`src/rtl/alu_pkg.sv`:
```
// Shared definitions for the round-robin ALU scheduler: datapath widths,
// ALU select encodings, scheduler states and the illegal-select decode.
package alu_pkg;

   localparam int DATA_W = 4;
   localparam int SEL_W  = 3;
   localparam int ID_W   = 2;

   typedef enum logic [SEL_W-1:0] {
      ADD = 3'b000,
      SUB = 3'b001,
      AND = 3'b010,
      OR  = 3'b011,
      XOR = 3'b100,
      SLT = 3'b101
   } alu_sel_t;

   typedef enum logic [1:0] {
      IDLE,
      EXEC,
      RESP
   } sched_state_t;

   // Codes 110 and 111 have no ALU operation behind them.
   function automatic logic is_illegal_sel(input logic [SEL_W-1:0] sel);
      return sel[2] & sel[1];
   endfunction

endpackage

```
`src/rtl/alu_rr_scheduler_if.sv`:
```
// Request/response bundle between the requesters/consumer and the scheduler.
// Requests are per-requester vectors; the response side is a single channel.
interface alu_rr_scheduler_if import alu_pkg::*; #(
   parameter int NREQ = 4
);

   logic [NREQ-1:0]             req_valid;
   logic [NREQ-1:0][DATA_W-1:0] req_a;
   logic [NREQ-1:0][DATA_W-1:0] req_b;
   logic [NREQ-1:0][SEL_W-1:0]  req_sel;
   logic [NREQ-1:0]             req_ready;

   logic                        rsp_valid;
   logic                        rsp_ready;
   logic [ID_W-1:0]             rsp_id;
   logic [DATA_W-1:0]           rsp_result;
   logic                        rsp_carry;
   logic                        rsp_err;

   modport master (
      output req_valid, req_a, req_b, req_sel, rsp_ready,
      input  req_ready, rsp_valid, rsp_id, rsp_result, rsp_carry, rsp_err
   );

   modport slave (
      input  req_valid, req_a, req_b, req_sel, rsp_ready,
      output req_ready, rsp_valid, rsp_id, rsp_result, rsp_carry, rsp_err
   );

endinterface

```
`src/rtl/alu_4bit.sv`:
```
// Combinational 4-bit ALU. Unknown select codes produce zero result and carry;
// flagging them as errors is left to the caller.
module alu_4bit import alu_pkg::*; (
   input  logic [DATA_W-1:0] a,
   input  logic [DATA_W-1:0] b,
   input  logic [SEL_W-1:0]  sel,
   output logic [DATA_W-1:0] result,
   output logic              carry
);

   logic [DATA_W:0] sum_ext;
   logic [DATA_W:0] diff_ext;

   // Operation select; subtraction wraps modulo 2^(DATA_W+1) so the top bit is the borrow.
   always_comb begin
      sum_ext  = {1'b0, a} + {1'b0, b};
      diff_ext = {1'b0, a} - {1'b0, b};
      result   = '0;
      carry    = 1'b0;
      case (sel)
         ADD:     {carry, result} = sum_ext;
         SUB:     {carry, result} = diff_ext;
         AND:     result = a & b;
         OR:      result = a | b;
         XOR:     result = a ^ b;
         SLT:     result = {{(DATA_W-1){1'b0}}, (a < b)};
         default: begin
            result = '0;
            carry  = 1'b0;
         end
      endcase
   end

endmodule

```
`src/rtl/alu_rr_scheduler.sv`:
```
// Round-robin arbiter in front of one shared ALU. A grant latches the winner's
// operands, the ALU result is registered one cycle later, and the response is
// held until the consumer accepts it. One operation is in flight at a time.
module alu_rr_scheduler import alu_pkg::*; #(
   parameter int NREQ = 4
) (
   input  logic               clk,
   input  logic               rst,
   alu_rr_scheduler_if.slave  bus,
   output logic               busy
);

   sched_state_t      state_reg;
   sched_state_t      state_next;

   logic [ID_W-1:0]   ptr_reg;
   logic [ID_W-1:0]   id_reg;
   logic [DATA_W-1:0] a_reg;
   logic [DATA_W-1:0] b_reg;
   logic [SEL_W-1:0]  sel_reg;

   logic [ID_W-1:0]   rsp_id_reg;
   logic [DATA_W-1:0] rsp_result_reg;
   logic              rsp_carry_reg;
   logic              rsp_err_reg;

   logic [DATA_W-1:0] alu_result;
   logic              alu_carry;

   logic              win_found;
   logic [ID_W-1:0]   win_idx;
   logic [ID_W-1:0]   cand;
   logic [NREQ-1:0]   grant_vec;
   logic              grant_fire;

   // Search upward from the pointer, wrapping, for the first valid requester.
   always_comb begin
      win_found = 1'b0;
      win_idx   = '0;
      cand      = '0;
      for (int k = 0; k < NREQ; k++) begin
         cand = ptr_reg + ID_W'(k);
         if (!win_found && bus.req_valid[cand]) begin
            win_found = 1'b1;
            win_idx   = cand;
         end
      end
   end

   genvar gi;
   generate
      for (gi = 0; gi < NREQ; gi++) begin : g_grant
         assign grant_vec[gi] = win_found && (win_idx == ID_W'(gi));
      end
   endgenerate

   // Grants are only offered from IDLE and never while reset is asserted.
   assign grant_fire    = (state_reg == IDLE) && win_found;
   assign bus.req_ready = ((state_reg == IDLE) && !rst) ? grant_vec : '0;

   // Next-state logic for the IDLE -> EXEC -> RESP sequence.
   always_comb begin
      state_next = state_reg;
      case (state_reg)
         IDLE:    if (win_found) state_next = EXEC;
         EXEC:    state_next = RESP;
         RESP:    if (bus.rsp_ready) state_next = IDLE;
         default: state_next = IDLE;
      endcase
   end

   // State register.
   always_ff @(posedge clk or posedge rst) begin
      if (rst) begin
         state_reg <= IDLE;
      end else begin
         state_reg <= state_next;
      end
   end

   // Capture the winner's operation and advance the round-robin pointer past it.
   always_ff @(posedge clk or posedge rst) begin
      if (rst) begin
         ptr_reg <= '0;
         id_reg  <= '0;
         a_reg   <= '0;
         b_reg   <= '0;
         sel_reg <= '0;
      end else if (grant_fire) begin
         ptr_reg <= win_idx + ID_W'(1);
         id_reg  <= win_idx;
         a_reg   <= bus.req_a[win_idx];
         b_reg   <= bus.req_b[win_idx];
         sel_reg <= bus.req_sel[win_idx];
      end
   end

   alu_4bit u_alu (
      .a      (a_reg),
      .b      (b_reg),
      .sel    (sel_reg),
      .result (alu_result),
      .carry  (alu_carry)
   );

   // Register the ALU outcome during EXEC; it stays put until the next operation.
   always_ff @(posedge clk or posedge rst) begin
      if (rst) begin
         rsp_id_reg     <= '0;
         rsp_result_reg <= '0;
         rsp_carry_reg  <= 1'b0;
         rsp_err_reg    <= 1'b0;
      end else if (state_reg == EXEC) begin
         rsp_id_reg     <= id_reg;
         rsp_result_reg <= alu_result;
         rsp_carry_reg  <= alu_carry;
         rsp_err_reg    <= is_illegal_sel(sel_reg);
      end
   end

   assign bus.rsp_valid  = (state_reg == RESP);
   assign bus.rsp_id     = rsp_id_reg;
   assign bus.rsp_result = rsp_result_reg;
   assign bus.rsp_carry  = rsp_carry_reg;
   assign bus.rsp_err    = rsp_err_reg;
   assign busy           = (state_reg != IDLE);

endmodule

```
`src/flat_wrapper.sv`:
```
// flat-port wrapper written by rule: the top's interface ports become plain ports
module alu_rr_scheduler_flat import alu_pkg::*;
#(
   parameter int NREQ = 4
)
  (clk, rst, busy, bus_req_valid, bus_req_a, bus_req_b, bus_req_sel, bus_rsp_ready, bus_req_ready, bus_rsp_valid, bus_rsp_id, bus_rsp_result, bus_rsp_carry, bus_rsp_err);
  alu_rr_scheduler_if #(.NREQ(NREQ)) bus_i ();
  input  logic clk;
  input  logic rst;
  output logic busy;
  input wire logic [$bits(bus_i.req_valid)-1:0] bus_req_valid;
  input wire logic [$bits(bus_i.req_a)-1:0] bus_req_a;
  input wire logic [$bits(bus_i.req_b)-1:0] bus_req_b;
  input wire logic [$bits(bus_i.req_sel)-1:0] bus_req_sel;
  input wire logic [$bits(bus_i.rsp_ready)-1:0] bus_rsp_ready;
  output wire logic [$bits(bus_i.req_ready)-1:0] bus_req_ready;
  output wire logic [$bits(bus_i.rsp_valid)-1:0] bus_rsp_valid;
  output wire logic [$bits(bus_i.rsp_id)-1:0] bus_rsp_id;
  output wire logic [$bits(bus_i.rsp_result)-1:0] bus_rsp_result;
  output wire logic [$bits(bus_i.rsp_carry)-1:0] bus_rsp_carry;
  output wire logic [$bits(bus_i.rsp_err)-1:0] bus_rsp_err;
  assign bus_i.req_valid = bus_req_valid;
  assign bus_i.req_a = bus_req_a;
  assign bus_i.req_b = bus_req_b;
  assign bus_i.req_sel = bus_req_sel;
  assign bus_i.rsp_ready = bus_rsp_ready;
  assign bus_req_ready = bus_i.req_ready;
  assign bus_rsp_valid = bus_i.rsp_valid;
  assign bus_rsp_id = bus_i.rsp_id;
  assign bus_rsp_result = bus_i.rsp_result;
  assign bus_rsp_carry = bus_i.rsp_carry;
  assign bus_rsp_err = bus_i.rsp_err;
  alu_rr_scheduler #(.NREQ(NREQ)) u_core (.clk(clk), .rst(rst), .bus(bus_i), .busy(busy));
endmodule
```
`config.mk`:
```
export PLATFORM = sky130hd
export DESIGN_NAME = alu_rr_scheduler_flat
export DESIGN_NICKNAME = d
export VERILOG_FILES = /design/src/rtl/alu_pkg.sv /design/src/rtl/alu_rr_scheduler_if.sv /design/src/rtl/alu_4bit.sv /design/src/rtl/alu_rr_scheduler.sv /design/src/flat_wrapper.sv
export SDC_FILE = /design/constraint.sdc
export NUM_CORES = 1
export LEC_CHECK = 0
export CAP_MARGIN = 0
export CORE_MARGIN = 2
export CORE_UTILIZATION = 49
export DETAILED_ROUTE_END_ITERATION = 10
export HOLD_SLACK_MARGIN = 0.15
export PLACE_DENSITY = 0.95
export SLEW_MARGIN = 40
export SYNTH_ARGS = -nofsm -noshare
export SYNTH_HDL_FRONTEND = slang
export SYNTH_SLANG_ARGS = --single-unit
```
`constraint.sdc`:
```
create_clock -name clk -period 3.5 [get_ports clk]
set_input_delay 0.35 -clock clk [delete_from_list [all_inputs] [get_ports clk]]
set_output_delay 0.35 -clock clk [all_outputs]
set_load 0.02 [all_outputs]
```
==> Yosys cells after proc, flatten, opt, wreduce, memory -nomap -nowiden <==
Index checks and enable logic that the tools add are counted.
{ "word_totals": {"regBits": 25, "out_inout_bits": 14, "in_bits": 51, "elab_cells": 84} }
{ "classes": {"muxes": 28, "bitwise": 4, "n_lt_le_gt_ge": 6, "n_eq_ne": 12, "n_addsub": 6, "n_reduce_logical": 18} }
{ "op_table": {"columns": ["cell", "n"], "rows": [
  ["one-hot mux 4 bit (6 select lines)", 1],
  ["binary-select mux 4 bit (select 2 bit)", 2],
  ["less-than comparator 2 x 3 -> 1 bit, second input constant", 5],
  ["2-to-1 mux 2 bit", 6],
  ["2-to-1 mux 4 bit", 3],
  ["logical AND 1 bit", 9],
  ["binary-select mux 1 bit (select 2 bit)", 4],
  ["2-to-1 mux 1 bit", 8],
  ["binary-select mux 3 bit (select 2 bit)", 1],
  ["equality test 2 bit, second input constant", 3],
  ["equality test 3 x 2 -> 1 bit, second input constant", 2],
  ["equality test 3 bit, second input constant", 2],
  ["one-hot mux 2 bit (3 select lines)", 1],
  ["adder 4 x 4 -> 5 bit", 1],
  ["subtractor 4 x 4 -> 5 bit", 1],
  ["adder 2 x 1 -> 2 bit, second input constant", 2],
  ["adder 2 bit, second input constant", 2],
  ["AND 4 bit", 1],
  ["equality test 2 x 1 -> 1 bit, second input constant", 2],
  ["zero test 1 bit", 4],
  ["zero test 2 bit", 2],
  ["less-than comparator 4 bit", 1],
  ["OR 4 bit", 1],
  ["bitwise XOR 4 bit", 1],
  ["9 further kinds", 9]
]} }

==> Logic depth before layout (Yosys ltp) <==
{ "depth": {"word_depth": 15, "mapped_depth": 9, "ltp_nobuf": 8} }

==> Modules after synthesis <==
A second synthesis with hierarchy kept.
{ "hier_totals": {"hier_cells": 209, "area_unflattened_um2": 1995.7} }
{ "modules_own_cells": {"columns": ["mod", "instances", "cells_per_inst", "seq_area_each_um2", "area_per_inst_um2"], "rows": [
  ["alu_rr_scheduler", 1, 138, 625.6, 1453.9],
  ["alu_4bit", 1, 71, 0.0, 541.8]
]} }

==> Least setup slack after synthesis <==
OpenSTA, ideal clock, no wires.
{ "synth_timing": {"path_kind": "input -> output", "startpoint": "input bus_req_valid[2]", "endpoint": "output bus_req_ready[1]", "n_path_buf": 2, "path_stages": 8, "t_required_ns": 3.150, "slack_ns": 1.523, "arrival_time_ns": 1.627, "cell_sequence": "nor2b_4 a21o_1 a211o_1 buf_6 buf_12 inv_1 ha_1 and3_1"} }
{ "synth_between": {"elab_chain_cells": 15, "elab_cells_between_ends": 25, "classes_between": "1 x eq/ne; 17 x mux; 7 x reduce/logical"} }
{ "synth_rtl": {"columns": ["item", "line", "text"], "rows": [
  ["start: declaration", "flat_wrapper.sv:11", "input wire logic [$bits(bus_i.req_valid)-1:0] bus_req_valid;"],
  ["binary-select mux 1 bit (select 2 bit)", "alu_rr_scheduler.sv:43", "if (!win_found && bus.req_valid[cand]) begin"],
  ["2-to-1 mux 1 bit (not written as such)", "alu_rr_scheduler.sv:43", null],
  ["2-to-1 mux 1 bit", "alu_rr_scheduler.sv:43", null],
  ["zero test 1 bit", "alu_rr_scheduler.sv:43", null],
  ["logical AND 1 bit", "alu_rr_scheduler.sv:43", null],
  ["2-to-1 mux 1 bit", "alu_rr_scheduler.sv:43", null],
  ["zero test 1 bit", "alu_rr_scheduler.sv:43", null],
  ["logical AND 1 bit", "alu_rr_scheduler.sv:43", null],
  ["2-to-1 mux 1 bit", "alu_rr_scheduler.sv:43", null],
  ["zero test 1 bit", "alu_rr_scheduler.sv:43", null],
  ["logical AND 1 bit", "alu_rr_scheduler.sv:43", null],
  ["2-to-1 mux 2 bit (*)", "alu_rr_scheduler.sv:43", null],
  ["named net u_core.win_idx[0]", "alu_rr_scheduler.sv:31", "logic [ID_W-1:0] win_idx;"],
  ["equality test 2 x 1 -> 1 bit (*)", "alu_rr_scheduler.sv:53", "assign grant_vec[gi] = win_found && (win_idx == ID_W'(gi));"],
  ["logical AND 1 bit (*)", "alu_rr_scheduler.sv:53", null],
  ["2-to-1 mux 4 bit (*)", "alu_rr_scheduler.sv:59", "assign bus.req_ready = ((state_reg == IDLE) && !rst) ? grant_vec : '0;"],
  ["end: declaration", "flat_wrapper.sv:16", "output wire logic [$bits(bus_i.req_ready)-1:0] bus_req_ready;"]
]} }
Mark *: on every way through the listed nets, which the timed path passes. The rest lies on a longest branch. The select of a mux whose other input is x is not followed.

==> Final worst setup path <==
{ "layout_timing": {"startpoint": "input bus_req_valid[3]", "endpoint": "output bus_req_ready[1]"} }
Same word-level chain as after synthesis.

==> impl_metrics.json <==
{
  "status": "finished clean",
  "synth.area.top_cells": "dfrtp_1, mux2i_1, ha_1, nand2_1, o221ai_1",
  "synth_cells": 210,
  "ys.flop_type": "dfrtp_1",
  "start_kind": "input port",
  "max_stage_delay_ns": 0.60,
  "r2r-start": "u_core.state_reg[1]",
  "initial_core_util_pct": 51.6,
  "synth_top_cell_by_area": "dfrtp_1",
  "drtIter0Drc": 72,
  "min_period_ns": 2.82,
  "layout-drive-gt1-share_pct": 4.12,
  "syn_to_final_growth_pct": 35.3,
  "max_freq_mhz": 354,
  "setup_ws_ns": 0.678,
  "fin_util_pct": 69.9,
  "layout.nets": 337,
  "arrival_ns": 2.47,
  "path_cells": "clkdlybuf4s50_1 -> inv_1 -> a21o_1 -> a211o_1 -> inv_1 -> ha_1 -> and3_1 -> clkdlybuf4s50_1",
  "slowest_stage": "clkdlybuf4s50_1",
  "clk_latency_ns": 0.28,
  "power.density_mw_per_mm2": 807,
  "hold_slack_ns": 0.432,
  "ys_seq_area_share_pct": 32.9,
  "die_y_um": 66.3,
  "setup-tns-final_ns": 0,
  "fin_cells": 315,
  "grt_setup_unrepaired": "false",
  "ant_nets": 0,
  "synth-seq-cells": 25,
  "relSlewSlack_pct": 60.9,
  "cts_root_buffer": "clkbuf_8",
  "setup_viol": 0,
  "synth-edff-count": 0,
  "synth_top_cell_area_share_pct": 32.9,
  "post_cts_resize_count": 0,
  "synth_area_mm2": 0.00190,
  "gp_congestion": 0.864,
  "slew_viol_final": 0,
  "tightestPinTransition_ns": 0.586,
  "synth_fp_nets": 279,
  "grt_pass1_vias": 1699,
  "dp_cells": 311,
  "grt_max_degree": 22,
  "gr-total-overflow": 0,
  "ir_drop_uv": 525,
  "end_kind": "output pin",
  "vias": 1699,
  "cts_setup_buffers": 0,
  "cts_made_buffers": 3,
  "core-area_mm2": 0.00369,
  "vias_per_cell": 5.39,
  "die_area_mm2": 0.00440,
  "htreeDepth": 1,
  "cp_data_required_time_ns": 3.15,
  "finalHoldViolations": 0,
  "dp_slack_ns": 0.675,
  "syn_avg_cell_area_um2": 9.07,
  "period_share_pct": 80.6,
  "drtPass1Iterations": 4,
  "r2r_end": "u_core.sel_reg[2]",
  "clkSinkCount": 25,
  "diodes": 0,
  "portBuffers": 64,
  "wl_per_cell_um": 13.9,
  "hold_class": "in2async",
  "wirelength_um": 4390,
  "remaining_drc_errors": 0,
  "synthArstFlopShare_pct": 100,
  "yosysWarnings": 0,
  "crit_type": "in2out",
  "die_w_um": 66.3,
  "hpwl_um": 3470,
  "p_leak_nw": 1.23,
  "crit_fanout": 6,
  "rows": 22,
  "fin_skew_ns": 0.00891,
  "ctsHoldBuffers": 0,
  "r2r_slack_ns": 1.58,
  "grt_pass1_wl_um": 7400,
  "cts_buffer_depth": 2,
  "cts.clk_slew.worst_paths_ns": 0.10,
  "track_usage_pct": 21.9,
  "drv_cap": 0,
  "antenna_found_initial": 0,
  "ioPinCount": 65,
  "r2r_cells": 5,
  "tritoncts": "yes",
  "ys_types": 38
}
[stage by stage]
stage	instance area, um2	total power, mW
floorplan	1900	1.56
global placement	2530	1.82
detailed placement	2530	1.88
CTS	2580	2.08
global route	2580	2.27
finish	2580	2.08
[per-layer routing]
metal  part of all wire [%]  GRT usage, %  up-vias
li1                       -             -      839
met1                     43          26.6      788
met2                     49          38.4       60
met3                    5.8          4.26       12
met4                    2.0          7.14        0
met5                      0             0        -
[cell type report]
| type | count | area [um2] |
|---|---|---|
| clock inverters | 1 | 8.76 |
| well taps | 48 | 60.1 |
| clock buffers | 3 | 41.3 |
| inverters | 18 | 67.6 |
| flip-flops and latches | 25 | 626 |
| multi-input cells | 154 | 1120 |
| repair buffers | 66 | 656 |
| fillers | 284 | 1110 |
[worst max path at each step]
stage | from | endpoint | slack (ns) | depth (start not counted)
detailed placement | bus_req_valid[2] | bus_req_ready[1] | 0.68 | 8
CTS | bus_req_valid[2] | bus_req_ready[1] | 0.68 | 8
floorplan | bus_req_valid[2] | bus_req_ready[1] | 1.52 | 8
global route | bus_req_valid[2] | bus_req_ready[3] | 0.58 | 8
finish | bus_req_valid[3] | bus_req_ready[1] | 0.68 | 8
global placement | bus_req_valid[3] | bus_req_ready[1] | 0.74 | 8
[cells by family (layout without fill, tap and decap cells)]
logic type	after synthesis	in the layout	share of synthesized area [%]
xor+xnor	4	4	1.84
mux	24	24	12.7
compound gates	46	46	17.1
simple gates	62	62	14.5
fa+ha+maj	18	18	12.6
flops	25	25	32.9
buf+inv	31	88	8.41
[placed cells by master (no fill, tap or decap), types with 2 or more instances in the layout]
cell type / n
a21oi_1: 11
o22a_1: 2
nand2b_1: 4
a21o_1: 3
buf_4: 2
nand3_1: 2
inv_2: 2
fa_1: 2
o221ai_1: 12
clkdlybuf4s50_1: 64
clkbuf_8: 3
o21ai_0: 9
mux2i_1: 23
nand2_1: 31
inv_1: 16
nor2_1: 15
xor2_1: 3
ha_1: 16
and3_1: 4
dfrtp_1: 25
[where the power goes]
part | internal [mW] | leakage (nW) | switching, mW
Combinational | 0.598 | 0.899 | 0.703
Clock | 0.0836 | 0.0261 | 0.103
Sequential | 0.431 | 0.307 | 0.163
Total | 1.11 | 1.23 | 0.968
[worst max-delay path, delay by kind of cell]
kind | cells | cell delay (ns)
fa+ha+maj | 1 | 0.14
compound gates | 2 | 0.54
buf+inv | 4 | 1.29
simple gates | 1 | 0.15
[cells in the mapped netlist, drive strengths merged (2+ instances only)]
library cell	instances
ha	16
nand2	31
nor2b	2
buf	6
o22a	2
and3	4
o221ai	12
clkbuf	7
nand3	2
dfrtp	25
a21oi	11
xor2	3
o21ai	9
a21o	3
nor2	15
mux2i	23
nand2b	4
inv	18
fa	2
No activity file was read; power rests on OpenSTA's default activity.
